===== src/rtl/pkg_display.sv =====
// pkg_display
// Shared constants for the 7-segment display block: digit count, input
// width, active-low segment patterns ({g,f,e,d,c,b,a}), converter states
// and small helpers for BCD decode and double-dabble adjust.
package pkg_display;

    localparam int NUM_DIGITS = 4;
    localparam int BIN_W      = 14;
    localparam int BCD_W      = 4 * NUM_DIGITS;

    localparam logic [BIN_W-1:0] MAX_DISP = 14'd9999;

    localparam logic [6:0] SEG_0     = 7'b1000000;
    localparam logic [6:0] SEG_1     = 7'b1111001;
    localparam logic [6:0] SEG_2     = 7'b0100100;
    localparam logic [6:0] SEG_3     = 7'b0110000;
    localparam logic [6:0] SEG_4     = 7'b0011001;
    localparam logic [6:0] SEG_5     = 7'b0010010;
    localparam logic [6:0] SEG_6     = 7'b0000010;
    localparam logic [6:0] SEG_7     = 7'b1111000;
    localparam logic [6:0] SEG_8     = 7'b0000000;
    localparam logic [6:0] SEG_9     = 7'b0010000;
    localparam logic [6:0] SEG_BLANK = 7'b1111111;
    localparam logic [6:0] SEG_DASH  = 7'b0111111;

    typedef enum logic {
        ST_IDLE = 1'b0,
        ST_CONV = 1'b1
    } conv_state_t;

    function automatic logic [6:0] seg_of_bcd(input logic [3:0] d);
        logic [6:0] s;
        case (d)
            4'd0:    s = SEG_0;
            4'd1:    s = SEG_1;
            4'd2:    s = SEG_2;
            4'd3:    s = SEG_3;
            4'd4:    s = SEG_4;
            4'd5:    s = SEG_5;
            4'd6:    s = SEG_6;
            4'd7:    s = SEG_7;
            4'd8:    s = SEG_8;
            4'd9:    s = SEG_9;
            default: s = SEG_BLANK;
        endcase
        return s;
    endfunction

    // Add 3 to every BCD nibble that is 5 or more, ahead of the shift.
    function automatic logic [BCD_W-1:0] dd_adjust(input logic [BCD_W-1:0] b);
        logic [BCD_W-1:0] r;
        r = b;
        for (int i = 0; i < NUM_DIGITS; i++) begin
            if (r[4*i +: 4] >= 4'd5) begin
                r[4*i +: 4] = r[4*i +: 4] + 4'd3;
            end
        end
        return r;
    endfunction

endpackage


===== src/rtl/module_bin2bcd.sv =====
// module_bin2bcd
// Sequential double-dabble: one shift/add-3 iteration per clock, 14 in all.
// The bcd/ovf outputs hold the last completed result and are the display
// register of the block; they only change on the final iteration edge, so an
// aborted or in-flight conversion never disturbs what is shown.
//
// Ports
//   clk, rst     system clock, async active-low reset
//   start        request; taken only while idle, bin latched on that edge
//   bin[13:0]    unsigned value to convert
//   busy         conversion running (exactly 14 cycles)
//   done         one-cycle pulse on the edge bcd/ovf are loaded
//   bcd[15:0]    four BCD digits, units in [3:0]
//   ovf          latched value was above 9999
//
// state   | meaning
// --------+------------------------------------------------
// ST_IDLE | waiting for start; bcd/ovf hold last result
// ST_CONV | running iterations, iter_cnt counts down to 0
import pkg_display::*;

module module_bin2bcd (
    input  logic             clk,
    input  logic             rst,
    input  logic             start,
    input  logic [BIN_W-1:0] bin,
    output logic             busy,
    output logic             done,
    output logic [BCD_W-1:0] bcd,
    output logic             ovf
);

    localparam logic [3:0] ITER_LAST = 4'(BIN_W - 1);

    conv_state_t      state;
    conv_state_t      state_nxt;
    logic [3:0]       iter_cnt;
    logic [BIN_W-1:0] bin_sh;
    logic [BCD_W-1:0] bcd_work;
    logic             ovf_lat;
    logic             accept;
    logic             last_iter;
    logic [BCD_W-1:0] bcd_adj;
    logic [BCD_W-1:0] bcd_shift;
    logic [BIN_W-1:0] bin_shift;

    always_ff @(posedge clk or negedge rst) begin
        if (!rst) begin
            state <= ST_IDLE;
        end else begin
            state <= state_nxt;
        end
    end

    always_comb begin
        state_nxt = state;
        accept    = 1'b0;
        last_iter = 1'b0;
        case (state)
            ST_IDLE: begin
                if (start) begin
                    accept    = 1'b1;
                    state_nxt = ST_CONV;
                end
            end
            ST_CONV: begin
                if (iter_cnt == 4'd0) begin
                    last_iter = 1'b1;
                    state_nxt = ST_IDLE;
                end
            end
            default: state_nxt = ST_IDLE;
        endcase
    end

    always_comb begin
        bcd_adj                = dd_adjust(bcd_work);
        {bcd_shift, bin_shift} = {bcd_adj, bin_sh} << 1;
    end

    always_ff @(posedge clk or negedge rst) begin
        if (!rst) begin
            iter_cnt <= '0;
            bin_sh   <= '0;
            bcd_work <= '0;
            ovf_lat  <= 1'b0;
            done     <= 1'b0;
            bcd      <= '0;
            ovf      <= 1'b0;
        end else begin
            if (accept) begin
                bin_sh   <= bin;
                bcd_work <= '0;
                iter_cnt <= ITER_LAST;
                ovf_lat  <= (bin > MAX_DISP);
            end else if (state == ST_CONV) begin
                bin_sh   <= bin_shift;
                bcd_work <= bcd_shift;
                iter_cnt <= iter_cnt - 4'd1;
            end
            done <= last_iter;
            if (last_iter) begin
                bcd <= bcd_shift;
                ovf <= ovf_lat;
            end
        end
    end

    assign busy = (state == ST_CONV);

endmodule


===== src/rtl/module_display_7seg.sv =====
// module_display_7seg
// Binary-to-display front end: converts a 14-bit value to four BCD digits
// via module_bin2bcd and multiplexes them onto a common-anode 4-digit
// 7-segment display with leading-zero blanking and an overflow dash pattern.
//
// Ports
//   clk, rst      system clock, async active-low reset
//   bin_i[13:0]   value to display
//   valid_i       capture request (ignored while busy_o)
//   busy_o        conversion in progress
//   done_o        one-cycle pulse when the shown value changes
//   an_o[3:0]     active-low digit enables, bit0 = units
//   seg_o[6:0]    active-low segments {g,f,e,d,c,b,a}
import pkg_display::*;

module module_display_7seg #(
    parameter int REFRESH_CNT = 27000
) (
    input  logic                  clk,
    input  logic                  rst,
    input  logic [BIN_W-1:0]      bin_i,
    input  logic                  valid_i,
    output logic                  busy_o,
    output logic                  done_o,
    output logic [NUM_DIGITS-1:0] an_o,
    output logic [6:0]            seg_o
);

    localparam int               RC_W    = (REFRESH_CNT > 1) ? $clog2(REFRESH_CNT) : 1;
    localparam logic [RC_W-1:0]  RC_LAST = RC_W'(REFRESH_CNT - 1);

    logic [BCD_W-1:0] disp_bcd;
    logic             disp_ovf;
    logic [RC_W-1:0]  refresh_cnt;
    logic [1:0]       digit_idx;
    logic [3:0]       digit;
    logic             blank;

    module_bin2bcd u_bin2bcd (
        .clk   (clk),
        .rst   (rst),
        .start (valid_i),
        .bin   (bin_i),
        .busy  (busy_o),
        .done  (done_o),
        .bcd   (disp_bcd),
        .ovf   (disp_ovf)
    );

    // Scan timing is free-running and never touched by conversions.
    always_ff @(posedge clk or negedge rst) begin
        if (!rst) begin
            refresh_cnt <= '0;
            digit_idx   <= 2'd0;
        end else if (refresh_cnt == RC_LAST) begin
            refresh_cnt <= '0;
            digit_idx   <= digit_idx + 2'd1;
        end else begin
            refresh_cnt <= refresh_cnt + 1'b1;
        end
    end

    // A digit is blanked when it and every more significant digit are zero;
    // units always shows.
    always_comb begin
        digit = 4'd0;
        blank = 1'b0;
        case (digit_idx)
            2'd0: begin
                digit = disp_bcd[3:0];
                blank = 1'b0;
            end
            2'd1: begin
                digit = disp_bcd[7:4];
                blank = (disp_bcd[15:4] == 12'd0);
            end
            2'd2: begin
                digit = disp_bcd[11:8];
                blank = (disp_bcd[15:8] == 8'd0);
            end
            default: begin
                digit = disp_bcd[15:12];
                blank = (disp_bcd[15:12] == 4'd0);
            end
        endcase
    end

    always_comb begin
        if (disp_ovf) begin
            seg_o = SEG_DASH;
        end else if (blank) begin
            seg_o = SEG_BLANK;
        end else begin
            seg_o = seg_of_bcd(digit);
        end
    end

    assign an_o = ~(4'b0001 << digit_idx);

endmodule

===== config.mk =====
export PLATFORM = sky130hd
export DESIGN_NAME = module_display_7seg
export DESIGN_NICKNAME = d
export VERILOG_FILES = /design/src/rtl/pkg_display.sv /design/src/rtl/module_bin2bcd.sv /design/src/rtl/module_display_7seg.sv
export SDC_FILE = /design/constraint.sdc
export NUM_CORES = 1
export LEC_CHECK = 0
export CAP_MARGIN = 40
export CORE_MARGIN = 3
export CORE_UTILIZATION = 40
export CTS_BUF_LIST = sky130_fd_sc_hd__clkbuf_8 sky130_fd_sc_hd__clkbuf_16
export DETAILED_ROUTE_END_ITERATION = 10
export DONT_BUFFER_PORTS = 1
export HOLD_SLACK_MARGIN = 0.06
export MAX_ROUTING_LAYER = met4
export PLACE_DENSITY = 0.58
export SLEW_MARGIN = 20
export SYNTH_ARGS = -nofsm -noshare
export SYNTH_HDL_FRONTEND = slang
export SYNTH_SLANG_ARGS = --single-unit

===== constraint.sdc =====
create_clock -name clk -period 5.4 [get_ports clk]
set_input_delay 0.81 -clock clk [delete_from_list [all_inputs] [get_ports clk]]
set_output_delay 0.81 -clock clk [all_outputs]
set_load 0.03 [all_outputs]

==> metrics, run 1 <==
row count=34; Die H=102 µm; global-route wire length before repair=12600 µm; Post-CTS Setup Inserts=0; # fillers=884; Place WS=1880 ps; # H-tree levels=3; routed wl met3=252 µm; DRC=0; Ant. Diodes=0; FF-to-FF End=u_bin2bcd.bcd[11]$_DFFE_PN0P_; remaining antenna violation count=0; Post-Route WL=7390 µm; WL met2=3550 µm; startpoint types=register; Initial DRT Pass Iterations=4; VDD IR max=0.153 mV; DR WL/cell=14.8 µm; Hold Crit Class=input pin to async pin; Hold-fix buffers, CTS=0; cell breakdown of the critical path=inv_1, ha_1, a222oi_1, mux2i_1, ha_1, nor3b_1, a221oi_1; die area=10500 µm²; status=completed; vias per cell=5.32; Worst path depth=7; Clock Pin Slew Worst Setup and Hold Paths=80 ps; Slowest-stage cell, CP=a221oi_1; Layout Skew=10.5 ps; IO Port Bufs=0; Gate Count Post-Synth=391; vias in the first global route=2703; EDFF count, synth=0; total track usage=15.7%; Crit path top cell by count=ha_1; Post-Syn Area=3720 µm²; antenna violations before repair=0; clk sinks=71; Worst EP arrival=3070 ps; worst skew pair latency=350 ps; Final Max Slew Viols=0; largest net degree at the start of global routing=72; Post-Syn Area per Cell=9.52 µm²; Overall Power=2.17 mW; syn nets=427; WL met1=3520 µm; fin nets=424; Starting DRT DRC Count=111; setup TNS=0 ps; Max Used Layer=met4; critical path capture point=seg_o[6]; area delta synth->final=8.47%; Final Cycle Share=71.9%; leakage=1.80 nW; YS warnings=0; post-layout util=45.4%; Starting Density=41.9%; TritonCTS clock tree=done; flops & latches, synth=71; sequential element share of the synthesized area=47.7%; clk root buf=clkbuf_8; worst setup margin=1520 ps; Post-synth top flop=dfrtp_1; DP Cell Count=485; max_slew headroom=40.5%; vias post-DR=2667; Final HPWL DP=5080 µm; CP max FO=9; Finished Layout Cells=501; worst reg2reg path startpoint=u_bin2bcd.busy$_DFF_PN0_; worst-case reg-to-reg path depth=6; worst slew pin tran=1040 ps; gpl congestion=0.778; clk buf depth=2; crit-path max cell delay=920 ps; register area=1780 µm²; Resized Gates After CTS=0; max_cap viols=0; asr flop ratio synth=100%; Multi-input gate area=1760 µm²; CP Capture Type=output port; RSZ-0062 raised after global routing=false; WP buf/inv=1; Worst R2R Setup Slack=2770 ps; Final setup viols=0; CP Launch Point=digit_idx[1]$_DFFE_PN0N_; share of cells above drive strength 1=7.38%; Tmin final=3880 ps; TritonCTS Buffers=9; critical path class=register to output port; Top delay family on crit path=compound AO/OA/AOI/OAI gates; core area=8890 µm²; I/O Pins=30; Final Hold Fails=0; Critical Path RT=4590 ps; Netlist cell types=44; die span in x=102 µm; maximum clock frequency=258 MHz; gr ovfl total=0; pwr dens=537 nW/µm²
report_power, final:
part | switching [mW] | leakage (nW) | total, mW | internal (mW)
combinational | 0.532 | 0.782 | 0.843 | 0.310
clock | 0.199 | 0.112 | 0.484 | 0.284
sequential | 0.133 | 0.907 | 0.842 | 0.709
total | 0.864 | 1.80 | 2.17 | 1.30
placed cells by master (no fill, tap or decap), types with 4 or more instances in the layout:
| cell type | Yosys | layout |
|---|---|---|
| nand3_1 | 4 | 4 |
| a222oi_1 | 4 | 4 |
| inv_1 | 30 | 30 |
| nand2b_1 | 4 | 4 |
| o22ai_1 | 4 | 4 |
| a31oi_1 | 5 | 5 |
| nand4_1 | 5 | 5 |
| nand3b_1 | 4 | 4 |
| xnor2_1 | 15 | 15 |
| dfrtp_1 | 71 | 71 |
| mux2i_1 | 17 | 17 |
| nor3b_1 | 4 | 4 |
| nor2_1 | 23 | 23 |
| nand2_1 | 48 | 48 |
| o21ai_1 | 17 | 17 |
| xor2_1 | 4 | 4 |
| a21oi_1 | 18 | 18 |
| clkbuf_8 | 0 | 11 |
| nor3_1 | 5 | 5 |
| or3_1 | 8 | 8 |
| mux2_2 | 4 | 4 |
| nor4_1 | 7 | 7 |
| o21ai_0 | 31 | 31 |
| ha_1 | 19 | 19 |
cells by family (layout without fill, tap and decap cells):
group	after synthesis	count (layout)	share of synthesized area, %
AO/OA/AOI/OAI	87	87	13.2
flip-flops	71	71	47.7
buffers and inverters	49	51	5.14
multiplexers	23	23	6.45
adder cells (fa/ha/maj)	19	19	6.38
XOR/XNOR	19	19	4.47
AND/OR/NAND/NOR	123	123	16.6
cell usage after synthesis, types with 5 or more instances:
cell	count	area (µm²)
nor4_1	7	43.8
a31oi_1	5	31.3
nand2_1	48	180
o21ai_1	17	85.1
a21oi_1	18	90.1
nor2_1	23	86.3
nor3_1	5	25.0
o21ai_0	31	155
xnor2_1	15	131
clkbuf_1	12	45.0
ha_1	19	238
mux2i_1	17	170
inv_1	30	113
dfrtp_1	71	1780
or3_1	8	50.1
nand4_1	5	31.3
how the worst min path moves through the flow:
stage	end	depth (start not counted)	slack [ps]
after floorplan	u_bin2bcd.ovf$_DFFE_PN0P_	2	440
after global placement	u_bin2bcd.bin_sh[10]$_DFFE_PN0P_	2	460
after detailed placement	u_bin2bcd.bin_sh[10]$_DFFE_PN0P_	2	470
after CTS	u_bin2bcd.bcd_work[0]$_DFFE_PN0P_	0	130
after global routing	u_bin2bcd.bcd_work[1]$_DFFE_PN0P_	0	120
final	u_bin2bcd.bcd[7]$_DFFE_PN0P_	0	150
sequential cells by signal, summed over array words and instances (netlist names):
signal and flops:
refresh_cnt 15, digit_idx 2, u_bin2bcd.bcd_work 16, u_bin2bcd.busy 1
u_bin2bcd.done 1, u_bin2bcd.bin_sh 14, u_bin2bcd.bcd 16, u_bin2bcd.iter_cnt 4
u_bin2bcd.ovf_lat 1, u_bin2bcd.ovf 1
routing by layer:
metal,vias to the layer above,GRT usage [%]
met2,37,24.9
met1,1274,19.8
met3,9,4.64
met5,-,-
met4,0,4.04
li1,1347,-
layout make-up:
cell class,count,share of cell area [%]
well taps,108,3.35
repair buffers,3,0.496
clock inverters,5,1.98
inverters,32,2.97
clock buffers,11,3.75
multi-input cells,271,43.5
flip-flops and latches,71,44.0
per-stage QoR:
stage | area, µm² | hold slack (ps)
global placement | 3800 | 463
global route | 4040 | 120
finish | 4040 | 154
detailed placement | 3810 | 470
floorplan | 3720 | 439
CTS | 4040 | 128
Power figures use the tool's default switching activity.
==> run 2, diff against run 1 <==
--- a/config.mk
+++ b/config.mk
@@ -13,7 +13,7 @@
 export DONT_BUFFER_PORTS = 1
 export HOLD_SLACK_MARGIN = 0.06
 export MAX_ROUTING_LAYER = met4
-export PLACE_DENSITY = 0.58
+export PLACE_DENSITY = 0.6
 export SLEW_MARGIN = 20
 export SYNTH_ARGS = -nofsm -noshare
 export SYNTH_HDL_FRONTEND = slang
==> constraint.sdc (replaced) <==
create_clock -name clk -period 3.1 [get_ports clk]
set_input_delay 0.465 -clock clk [delete_from_list [all_inputs] [get_ports clk]]
set_output_delay 0.465 -clock clk [all_outputs]
set_load 0.03 [all_outputs]
==> run 2 against run 1 <==
Worst setup slack worse by 1400 ps. Sequential share of layout area down 1.5 points. Final area up 3.7%. Flip-flop and latch count unchanged. Register-to-register slack worse by 1700 ps. Global-route usage down 0.25 points. Final cell count up 2.4%. Clock-buffer cell count down 2. Largest cell class is now multi-input combinational cells.
==> metrics, run 2 (synthesis results as in run 1) <==
status=completed; clk buf depth=2 (unchanged); die span in x=102 µm (unchanged); CP max FO=10 (+1); Place WS=187 ps (-1690 ps); Finished Layout Cells=513 (+2.4%); row count=34 (unchanged); Critical Path RT=2630 ps (-1960 ps); max_slew headroom=62.0% (+21 points); cell breakdown of the critical path=inv_2, ha_2, a222oi_1, buf_4, mux2i_4, or4b_4, nand4_1; post-layout util=47.1% (+1.7 points); WP buf/inv=2 (+1); max_cap viols=0 (unchanged); TritonCTS clock tree=done; core area=8890 µm² (unchanged); worst skew pair latency=340 ps (about the same); crit-path max cell delay=540 ps (-380 ps); VDD IR max=0.375 mV (+140%); RSZ-0062 raised after global routing=false; DRC=0 (unchanged); maximum clock frequency=330 MHz; Slowest-stage cell, CP=or4b_4; leakage=1.87 nW (+4.0%); Fin Hold WS=233 ps (+79.9 ps); fin nets=436 (+2.8%); Post-Route WL=7380 µm (-0.11%); antenna violations before repair=0 (unchanged); Clock Pin Slew Worst Setup and Hold Paths=80 ps (about the same); total track usage=15.5% (-0.25 points); Worst R2R Setup Slack=1080 ps (-1690 ps); startpoint types=register; I/O Pins=30 (unchanged); share of cells above drive strength 1=12.1% (+4.7 points); setup TNS=0 ps (unchanged); vias post-DR=2758 (+3.4%); Starting DRT DRC Count=130 (+17%); gr ovfl total=0 (unchanged); TritonCTS Buffers=9 (unchanged); Initial DRT Pass Iterations=4 (unchanged); DR WL/cell=14.4 µm (-2.4%); Starting Density=41.9% (unchanged); Final Hold Fails=0 (unchanged); commonest cells after routing, fill and taps aside=dfrtp_1 (70), nand2_1 (48), o21ai_0 (31), inv_1 (28), nor2_1 (23); largest net degree at the start of global routing=72 (unchanged); vias in the first global route=2765 (+2.3%); global-route wire length before repair=12600 µm (-0.70%); area delta synth->final=12.5%; Layout Skew=10.5 ps (-0.0312 ps); clk root buf=clkbuf_8; Ant. Diodes=0 (unchanged); remaining antenna violation count=0 (unchanged); post-place instance area=3850 µm² (+1.1%); worst setup margin=70.7 ps (-1450 ps); Top delay family on crit path=simple AND/OR/NAND/NOR gates; Worst EP arrival=2560 ps (-510 ps); Final setup viols=0 (unchanged); vias per cell=5.38 (+0.99%); IO Port Bufs=0 (unchanged); Final HPWL DP=5030 µm (-0.92%); # H-tree levels=3 (unchanged); Final Cycle Share=97.7%; Hold Crit Class=input pin to register; pwr dens=935 nW/µm² (+74%); die area=10500 µm² (unchanged); critical path class=register to output port; Finished Cell Area=4190 µm² (+3.7%); top flop regs=u_bin2bcd.bcd x16, u_bin2bcd.bcd_work x16, refresh_cnt x15; worst slew pin tran=565 ps (-476 ps); DP Cell Count=490 (+1.0%); gpl congestion=0.811 (+4.3%); Overall Power=3.91 mW (+81%); Final Max Slew Viols=0 (unchanged); Die H=102 µm (unchanged); most common cell after layout, fill and taps aside=dfrtp_1; CP Capture Type=output port; Tmin final=3030 ps; clk sinks=71 (unchanged)
## run 2: cell types whose count changed in the layout (fill, tap and decap cells not counted), sizes merged
cell / change
dlygate4sd3: +1
clkbuf: -2
buf: +11
clkinvlp: -2
inv: +1
clkinv: +3
## run 2: where the power goes
| group | internal (mW) | switching [mW] | total (mW) |
|---|---|---|---|
| logic | 0.654 | 0.973 | 1.63 |
| registers | 1.23 | 0.237 | 1.47 |
| clock network | 0.456 | 0.360 | 0.816 |
## run 2: path summary, 6_finish.rpt
kind	cells after the start	end	startpoint
worst max-delay path	7	seg_o[0]	digit_idx[0]$_DFFE_PN0N_
worst min-delay path	1	u_bin2bcd.bcd_work[0]$_DFFE_PN0P_	valid_i
worst max register to register	4	digit_idx[0]$_DFFE_PN0N_	refresh_cnt[3]$_DFF_PN0_
worst min register to register	2	u_bin2bcd.bin_sh[10]$_DFFE_PN0P_	u_bin2bcd.bin_sh[9]$_DFFE_PN0P_
max in group asynchronous	2	digit_idx[0]$_DFFE_PN0N_	rst
min in group asynchronous	2	refresh_cnt[10]$_DFF_PN0_	rst
## run 2: what timing repair did
item                                    4_1_cts  5_1_grt
pin swaps                                     1        3
endpoints found under the hold margin        71        0
resized for setup                             3        8
hold buffers                                  2        0
endpoints found under the setup margin        4        5
buffers inserted                              3        1
## run 2: cell type report
class | count | area [µm²]
Clock inverter | 7 | 96.3
Timing Repair Buffer | 15 | 143
Multi-Input combinational cell | 271 | 1790
Inverter | 32 | 120
Tap cell | 108 | 135
Clock buffer | 9 | 124
Sequential cell | 71 | 1780
Fill cell | 833 | 4700
## run 2: routing by layer
metal / global-route usage [%] / routed length, µm
met2: 25.4 / 3550
met5: - / 0
met3: 2.66 / 226
met4: 6.66 / 146
met1: 18.8 / 3460
==> run 3, diff against run 2 <==
--- a/config.mk
+++ b/config.mk
@@ -11,6 +11,8 @@
 export CTS_BUF_LIST = sky130_fd_sc_hd__clkbuf_8 sky130_fd_sc_hd__clkbuf_16
 export DETAILED_ROUTE_END_ITERATION = 10
 export DONT_BUFFER_PORTS = 1
+export GPL_ROUTABILITY_DRIVEN = 1
+export GPL_TIMING_DRIVEN = 0
 export HOLD_SLACK_MARGIN = 0.06
 export MAX_ROUTING_LAYER = met4
 export PLACE_DENSITY = 0.6
==> run 3 against run 2 <==
Non-clock buffer count grew 10. Worst setup slack improved by 23 ps. Core utilization did not move. Critical path type unchanged.
==> metrics, run 3 (synthesis results as in run 1) <==
CP Launch Point=digit_idx[0]$_DFFE_PN0N_; DP Cell Count=500 (+2.0%); Final HPWL DP=5580 µm (+11%); clk buf depth=2 (unchanged); busiest grt layer=met2; vias post-DR=2798 (+1.5%); largest net degree at the start of global routing=72 (unchanged); vias in the first global route=2765 (unchanged); max_slew headroom=59.2% (-2.8 points); max_cap viols=0 (unchanged); Final Max Slew Viols=0 (unchanged); sw power=1.62 mW (+3.1%); critical path capture point=seg_o[3]; Worst R2R Setup Slack=870 ps (-210 ps); Finished Layout Cells=522 (+1.8%); Worst EP arrival=2540 ps (-20 ps); I/O Pins=30 (unchanged); row count=34 (unchanged); IO Port Bufs=0 (unchanged); RSZ-0062 raised after global routing=true; VDD IR max=0.343 mV (-8.4%); share of cells above drive strength 1=11.4% (-0.75 points); Multi-input gate area=1820 µm² (+1.4%); commonest cells after routing, fill and taps aside=dfrtp_1 (70), nand2_1 (48), o21ai_0 (31), inv_1 (28), nor2_1 (23); die area=10500 µm² (unchanged); gpl congestion=0.858 (+5.7%); Final setup viols=0 (unchanged); Tmin final=3010 ps (-22.9 ps); top flop regs=u_bin2bcd.bcd x16, u_bin2bcd.bcd_work x16, refresh_cnt x15; Global Route met2 Usage=25.7% (+0.35 points); Die H=102 µm (unchanged); Sw Ratio=42.2% (+2.0 points); worst setup margin=93.6 ps (+22.9 ps); pwr dens=917 nW/µm² (-1.9%); Final Cycle Share=97.0% (-0.74 points); post-place instance area=3860 µm² (+0.42%); register area=1780 µm² (unchanged); share of power burned in registers=38.7% (+1.1 points); Layout Skew=10.8 ps (+0.336 ps); Starting Density=41.9% (unchanged); CP Capture Type=output port; critical path class=register to output port; GR Util met1=21.2% (+2.5 points); DR WL/cell=15.2 µm (+5.4%); remaining antenna violation count=0 (unchanged); TritonCTS Buffers=9 (unchanged); antenna violations before repair=0 (unchanged); Final Hold Fails=0 (unchanged); P_int=2.22 mW (-5.2%); # H-tree levels=3 (unchanged); total track usage=16.3% (+0.78 points); die span in x=102 µm (unchanged); FF-to-FF End=u_bin2bcd.bcd_work[0]$_DFFE_PN0P_; startpoint types=register; vias per cell=5.36 (-0.30%); Hold Crit Class=input pin to register; status=completed; worst skew pair latency=340 ps (about the same); worst-case reg-to-reg path depth=5 (+1); global-route wire length before repair=13100 µm (+4.1%); Critical Path RT=2630 ps (about the same); Place WS=-90.4 ps (-277 ps); # fillers=867 (+4.1%); TritonCTS clock tree=done; area delta synth->final=12.5% (unchanged); Finished Cell Area=4190 µm² (unchanged); maximum clock frequency=333 MHz (+0.76%); DRC=0 (unchanged); Post-Route WL=7920 µm (+7.2%); Clock Pin Slew Worst Setup and Hold Paths=80 ps (about the same); Starting DRT DRC Count=165 (+27%); Clk pwr share=18.4% (-2.4 points); clk root buf=clkbuf_8; most common cell after layout, fill and taps aside=dfrtp_1; CP max FO=6 (-4); post-layout util=47.1% (unchanged); gr ovfl total=0 (unchanged); fin nets=446 (+2.3%); clk sinks=71 (unchanged); M3 GR Usage=4.37% (+1.7 points); Ant. Diodes=0 (unchanged); Initial DRT Pass Iterations=5 (+1); logic gate share of total power=42.9% (+1.3 points); worst slew pin tran=610 ps (+44.3 ps); worst reg2reg path startpoint=u_bin2bcd.busy$_DFF_PN0_; leakage=1.86 nW (-0.75%); core area=8890 µm² (unchanged); Overall Power=3.84 mW (-1.9%)
-- run 3: area by class of cell --
cell class                      instances  share of cell area (%)
Buffer                                 17                    1.70
Sequential cell                        71                    42.5
Tap cell                              108                    3.23
Clock inverter                          6                    1.49
Timing Repair Buffer                    8                    1.91
Inverter                               32                    2.87
Multi-Input combinational cell        271                    43.4
Clock buffer                            9                    2.96
-- run 3: metal layers --
metal  routed length (µm)  vias to the layer above
met5                    0                        -
met4                   65                        0
met3                  298                        6
met2                 3690                       49
met1                 3860                     1345
li1                     -                     1398
-- run 3: worst min-delay path by stage --
stage	cells after the start	slack, ps	startpoint	end
global route	2	280	bin_i[0]	u_bin2bcd.bin_sh[0]$_DFFE_PN0P_
finish	2	280	bin_i[0]	u_bin2bcd.bin_sh[0]$_DFFE_PN0P_
CTS	2	260	bin_i[0]	u_bin2bcd.bin_sh[0]$_DFFE_PN0P_
global placement	0	170	rst	refresh_cnt[6]$_DFF_PN0_
floorplan	0	170	rst	digit_idx[0]$_DFFE_PN0N_
detailed placement	0	170	rst	refresh_cnt[7]$_DFF_PN0_
-- run 3: metrics by stage --
| step | hold WS, ps | TNS (ps) |
|---|---|---|
| CTS | 263 | -27.0 |
| finish | 284 | 0 |
| floorplan | 169 | 0 |
| global route | 282 | -179 |
| global placement | 171 | -22.9 |
| detailed placement | 171 | -90.4 |
-- run 3: power by group through the flow --
| stage | sequential (mW) | combinational [mW] | clock (mW) |
|---|---|---|---|
| 2_1_floorplan | 1.42 | 1.24 | 0 |
| 3_3_place_gp | 1.49 | 1.48 | 0 |
| 3_5_place_dp | 1.50 | 1.54 | 0 |
| 4_1_cts | 1.49 | 1.63 | 0.734 |
| 5_1_grt | 1.54 | 1.88 | 0.765 |
| 6_report | 1.49 | 1.65 | 0.706 |
-- run 3: worst max-delay path, stage by stage, from the launching register on --
cell and delay [ps]:
dfrtp_2 420, inv_2 70, ha_1 270, a222oi_1 430, mux2i_4 160, inv_1 110
ha_1 240, o21ai_1 140, nand4_1 350
-- run 3: timing repair --
item | CTS | global route
hold buffers | 2 | 0
setup buffers | 4 | 1
pin swaps | 2 | 3
gates resized for setup | 4 | 10
endpoints found under the hold margin | 71 | 0
setup endpoints to repair | 7 | 7
cloned | 0 | 0
